[config.mk]
export PLATFORM = sky130hd
export DESIGN_NAME = rob_retire
export DESIGN_NICKNAME = d
export VERILOG_FILES = /design/src/rtl/rob_retire_pkg.sv /design/src/rtl/rob_retire_rat.sv /design/src/rtl/rob_retire.sv
export SDC_FILE = /design/constraint.sdc
export NUM_CORES = 1
export LEC_CHECK = 0
export ABC_CLOCK_PERIOD_IN_PS = 3600
export BUFFER_PORTS_ARGS = -buffer_cell sky130_fd_sc_hd__buf_2
export CAP_MARGIN = 20
export CORE_UTILIZATION = 40
export DETAILED_ROUTE_END_ITERATION = 6
export HOLD_SLACK_MARGIN = 0.02
export SYNTH_ARGS = -nofsm -noshare
export SYNTH_HDL_FRONTEND = slang
export SYNTH_HIERARCHICAL = 1
export SYNTH_SLANG_ARGS = --single-unit
[constraint.sdc]
create_clock -name CLK -period 3.6 [get_ports CLK]
set_input_delay 0.36 -clock CLK [delete_from_list [all_inputs] [get_ports CLK]]
set_output_delay 0.36 -clock CLK [all_outputs]
set_load 0.02 [all_outputs]
[src/rtl/rob_retire_pkg.sv]
// Shared definitions for the ROB commit stage: head-entry layout, FSM encoding
// and the packing helper that flattens the retirement RAT onto one bus.
package rob_retire_pkg;
  localparam int PHYSREGS_DEPTH = 6;
  localparam int ARCHREGS       = 32;
  localparam int ROB_ENTRY_W    = PHYSREGS_DEPTH + 40;
  localparam int FLUSH_WAIT     = 3;
  localparam int RAT_W          = ARCHREGS * PHYSREGS_DEPTH;

  // Head entry field positions
  localparam int PHYS_LSB     = 0;
  localparam int ARCH_LSB     = PHYSREGS_DEPTH;
  localparam int DESTREQD_BIT = PHYSREGS_DEPTH + 5;
  localparam int MISPRED_BIT  = PHYSREGS_DEPTH + 6;
  localparam int STORE_BIT    = PHYSREGS_DEPTH + 7;
  localparam int TARGET_LSB   = PHYSREGS_DEPTH + 8;

  typedef logic [PHYSREGS_DEPTH-1:0] phys_t;

  typedef enum logic [1:0] {
    S_RUN     = 2'd0,
    S_RECOVER = 2'd1,
    S_WAIT    = 2'd2
  } retire_state_t;

  // Arch register i lands at [i*PHYSREGS_DEPTH +: PHYSREGS_DEPTH]
  function automatic logic [RAT_W-1:0] packRat(input phys_t rat [ARCHREGS]);
    logic [RAT_W-1:0] flat;
    flat = '0;
    for (int i = 0; i < ARCHREGS; i++) begin
      flat[i*PHYSREGS_DEPTH +: PHYSREGS_DEPTH] = rat[i];
    end
    return flat;
  endfunction
endpackage

[src/rtl/rob_retire_rat.sv]
// Retirement RAT: 32 arch->phys mappings, one write port, identity after reset,
// combinational read of one entry plus the whole table as a packed bus.
module retire_rat
  import rob_retire_pkg::*;
(
  input  logic             CLK,
  input  logic             RESET,
  input  logic             wrEn,
  input  logic [4:0]       wrAddr,
  input  phys_t            wrData,
  input  logic [4:0]       rdAddr,
  output phys_t            rdData,
  output logic [RAT_W-1:0] ratFlat
);
  phys_t rat [ARCHREGS];

  // Phys 0..31 back the architectural state at reset; 32..63 start in the freelist
  always_ff @(posedge CLK) begin
    if (RESET) begin
      for (int i = 0; i < ARCHREGS; i++) begin
        rat[i] <= phys_t'(i);
      end
    end else if (wrEn) begin
      rat[wrAddr] <= wrData;
    end
  end

  assign rdData  = rat[rdAddr];
  assign ratFlat = packRat(rat);
endmodule

[src/rtl/rob_retire.sv]
// In-order commit at the ROB head: updates the retirement RAT, frees superseded
// phys regs, releases stores, and restores REN's RAT / flushes on a mispredict.
module rob_retire
  import rob_retire_pkg::*;
(
  input  logic                   CLK,
  input  logic                   RESET,
  input  logic                   FREEZE,
  input  logic                   fROB_empty_IN,
  input  logic                   fROB_headDone_IN,
  input  logic [ROB_ENTRY_W-1:0] fROB_headData_IN,
  output logic                   tROB_popReq_OUT,
  input  logic                   fFreeL_full_IN,
  output logic                   tFreeL_pushReq_OUT,
  output phys_t                  tFreeL_pushData_OUT,
  output logic                   tRenRatOverwrite_OUT,
  output logic [RAT_W-1:0]       tRenRatOverwriteData_OUT,
  output logic                   tLSQ_commitReq_OUT,
  output logic                   tFlush_OUT,
  output logic [31:0]            tRedirectPC_OUT,
  output logic [31:0]            retireCount_OUT,
  output logic [1:0]             debugState_OUT
);
  localparam int CNT_W = $clog2(FLUSH_WAIT + 1);

  // Handshake: the head leaves the ROB in the same cycle tROB_popReq_OUT is high;
  // the ROB has already qualified the head with !empty and headDone.
  retire_state_t    state, stateNext;
  logic [CNT_W-1:0] waitCnt, waitCntNext;
  logic             pop;
  logic             recoverPulse;

  phys_t       physDest;
  logic [4:0]  archDest;
  logic        destReqd, mispredict, isStore;
  logic [31:0] target;
  phys_t       oldPhys;
  logic        ratWr;

  assign physDest   = fROB_headData_IN[PHYS_LSB +: PHYSREGS_DEPTH];
  assign archDest   = fROB_headData_IN[ARCH_LSB +: 5];
  assign destReqd   = fROB_headData_IN[DESTREQD_BIT];
  assign mispredict = fROB_headData_IN[MISPRED_BIT];
  assign isStore    = fROB_headData_IN[STORE_BIT];
  assign target     = fROB_headData_IN[TARGET_LSB +: 32];

  // Writes to arch 0 are discarded, so its new phys reg goes straight back
  assign ratWr = pop && destReqd && (archDest != 5'd0);

  retire_rat u_rat (
    .CLK     (CLK),
    .RESET   (RESET),
    .wrEn    (ratWr),
    .wrAddr  (archDest),
    .wrData  (physDest),
    .rdAddr  (archDest),
    .rdData  (oldPhys),
    .ratFlat (tRenRatOverwriteData_OUT)
  );

  always_comb begin
    stateNext   = state;
    waitCntNext = waitCnt;
    pop         = 1'b0;
    case (state)
      S_RUN: begin
        pop = !RESET && !FREEZE && !fROB_empty_IN && fROB_headDone_IN
              && !(destReqd && fFreeL_full_IN);
        if (pop && mispredict) stateNext = S_RECOVER;
      end
      S_RECOVER: begin
        if (!FREEZE) begin
          stateNext   = S_WAIT;
          waitCntNext = CNT_W'(FLUSH_WAIT);
        end
      end
      S_WAIT: begin
        if (!FREEZE) begin
          waitCntNext = waitCnt - CNT_W'(1);
          if (waitCnt <= CNT_W'(1)) stateNext = S_RUN;
        end
      end
      default: stateNext = S_RUN;
    endcase
  end

  always_ff @(posedge CLK) begin
    if (RESET) begin
      state               <= S_RUN;
      waitCnt             <= '0;
      tFreeL_pushReq_OUT  <= 1'b0;
      tFreeL_pushData_OUT <= '0;
      tLSQ_commitReq_OUT  <= 1'b0;
      recoverPulse        <= 1'b0;
      tRedirectPC_OUT     <= '0;
      retireCount_OUT     <= '0;
    end else begin
      state               <= stateNext;
      waitCnt             <= waitCntNext;
      tFreeL_pushReq_OUT  <= pop && destReqd;
      tFreeL_pushData_OUT <= (pop && destReqd) ? ((archDest != 5'd0) ? oldPhys : physDest) : '0;
      tLSQ_commitReq_OUT  <= pop && isStore;
      recoverPulse        <= pop && mispredict;
      tRedirectPC_OUT     <= (pop && mispredict) ? target : '0;
      if (pop) retireCount_OUT <= retireCount_OUT + 32'd1;
    end
  end

  // The RAT already holds the branch's own update while the strobe is high
  assign tROB_popReq_OUT      = pop;
  assign tFlush_OUT           = recoverPulse;
  assign tRenRatOverwrite_OUT = recoverPulse;
  assign debugState_OUT       = state;
endmodule
==> run metrics <==
status finished, final reports clean; Most Used Layer, Global Route met2; min Tclk post-route a little over 3000 ps; setup_tns 0 ps; I/O pins ~320; Initial Utilization 0.405; CTS buffer count 30; Top Family by Delay on Critical Path simple AND/OR/NAND/NOR gates; initial antenna violation count 1; setup repair after global routing missed its margin false; top-area cell type share of the netlist area 0.449; first-pass GRT wire length around 65000 um; M2 GR Usage 0.446; VDD IR-drop max between 0.0003 and 0.0004 V; Die Span Y around 180 um; Unique masters post-synth 50; hold buffers post-CTS 25; Worst slew margin 0.256; global-route met1 utilization 0.358; critical path arrival 3490 ps; Syn Std Cell Area ~0.012 mm^2; Diodes inserted 0; CP dominant cell by count nand2_1; Vias ~11000; Tot GR Track Use 0.273; Tightest Hold Check Type primary input to flip-flop; Final setup violation count 0; DRT Pass-1 Iters 5; Async SR Flop Fraction 0; clock root buffer clkbuf_16; GR Overflow Total 0; routing usage on met3 0.0640; most common cell in the netlist dfxtp_1; routed len/inst about 23 um; Max Cap Violations 0; net count after synthesis ~1300; CTS tree done; area grow syn2layout 26.7%; critical path class flip-flop to flip-flop; Max Clock Freq between 300 and 400 MHz; worst slew pin tran about 1100 ps; post-CTS setup buffer count 0; Die Area around 0.03 mm^2; Yosys top cell by area dfxtp_1; post-CTS sizing 0; gpl congestion about 0.83; Leak between 6 and 7 nW; Routed Antenna Nets 0; Core Rows between 60 and 70; H-tree depth 1; CP max FO between 40 and 50; Synth Register Bits ~270; Tcrit/Tclk final 0.849; WP data required just over 4000 ps; Clock Skews 7.31 ps; Worst setup EP type flip-flop; Post-Route WL about 44000 um; vias per cell between 5 and 6; Worst-Skew Late Latency between 500 and 600 ps; Final #Nets 1568; Synth Instances about 1200; Post-Place Cells between 1500 and 2000; Synth Area per Inst between 9 and 10 um^2; largest net degree at the start of global routing around 240; worst-path cell chain nor4b_4, and2_1, nand2_1, nor2_1, and3_1, buf_12, nand2_1, a211o_1; Post-synth EDFFs 0; Worst Path Buf+Inv 1; clk sinks roughly 270; Final Max Slew Viols 0; count of final hold-check violations 0; Clk pin slew, worst setup/hold paths approximately 60 ps; Synth warnings 6; Max clock buf depth 3; Layout Cells excl Fill between 1500 and 2000; Synth area leaders dfxtp_1 (45%), mux4_2 (11%), a21oi_1 (5.6%), a211o_1 (5.5%), nand3_1 (5.3%); die width 175 um; share of cells above drive strength 1 0.316; ratio of total power to cell area around 440 mW/mm^2; initial DRC count 1104; number of global-route vias before repair 10500; Critical Path Start Type flip-flop; DRC 0; slowest cell on the critical path nor4b_4; Main synth FF type dfxtp_1; CORE AREA between 0.02 and 0.03 mm^2; max incr delay on CP 470 ps; Commonest cells post-synth dfxtp_1 (269), a21oi_1 (133), nand3_1 (127), o21ai_0 (116), clkbuf_1 (106); Port Buf Inserts 320; Post-DP HPWL between 20000 and 30000 um; register area share after synthesis 0.449
[cell type report]
type	instances	area, um^2
timing repair buffer	377	2160
multi-input combinational	828	6020
clock inverter	15	236
inverter	8	30.0
fill	2733	14400
tap	390	488
clock buffer	40	878
sequential	269	5390
[cells in the final DEF, fill, tap and decap left out, drive strengths merged, types with 2 or more instances in the layout]
master / instances
or3: 8
nor4: 6
xnor2: 2
nor3b: 4
mux4: 60
xor2: 3
dfxtp: 269
inv: 8
nand3: 127
or4: 10
and4: 7
o31ai: 10
buf: 350
bufinv: 6
clkinv: 9
and3: 81
nor2: 27
a211o: 75
mux2: 14
and2: 36
nand2: 35
a21oi: 133
mux2i: 7
o21ai: 126
nor2b: 6
clkbuf: 40
ha: 2
and3b: 6
nor4b: 2
nand3b: 12
a211oi: 3
nand4: 11
or3b: 5
nor3: 4
dlygate4sd3: 27
[logic make-up (layout without fill, tap and decap cells)]
group,count (synthesis),after routing,synth area share
flip-flops,269,269,0.449
AO/OA/AOI/OAI,350,350,0.174
multiplexers,81,81,0.132
buffers and inverters,145,440,0.0497
AND/OR/NAND/NOR,390,390,0.190
adder cells (fa/ha/maj),2,2,0.00209
XOR/XNOR,5,5,0.00365
[layer usage]
layer	share of wire	routed length, um
met1	0.41	17800
met2	0.47	20400
met3	0.095	4140
met4	0.028	1240
met5	0	0
[registers in the layout (all words and copies together) (netlist names)]
register	flops
tFreeL_pushData_OUT	6
debugState_OUT	2
waitCnt	2
u_rat/ratFlat	192
retireCount_OUT	32
tRedirectPC_OUT	32
tFlush_OUT	1
tLSQ_commitReq_OUT	1
tFreeL_pushReq_OUT	1
[stage by stage]
stage	hold slack, ps	utilization	total power, W	setup WS, ps	cell area, um^2
floorplan	478	-	0.00326	652	12000
global placement	464	0.467	0.00338	667	13800
detailed placement	469	0.467	0.00338	533	13800
CTS	20.2	0.513	0.00678	585	15200
global route	33.8	0.514	0.00693	265	15200
finish	31.1	0.514	0.00674	544	15200
[power by group]
| group | internal [W] | switching [W] |
|---|---|---|
| combinational | 0.000125 | 0.000232 |
| sequential | 0.00298 | 0.00000377 |
| clock | 0.00213 | 0.00127 |
[path summary, 6_finish.rpt]
check / start / to / slack, ps / cells past startpoint
worst max-delay path: debugState_OUT[0] / u_rat/ratFlat[188] / 540 / 8
worst min-delay path: fROB_headData_IN[36] / tRedirectPC_OUT[22] / 30 / 2
worst max register to register: debugState_OUT[0] / u_rat/ratFlat[188] / 540 / 8
worst min register to register: u_rat/ratFlat[170] / u_rat/ratFlat[170] / 480 / 1
Power figures use the tool's default switching activity.
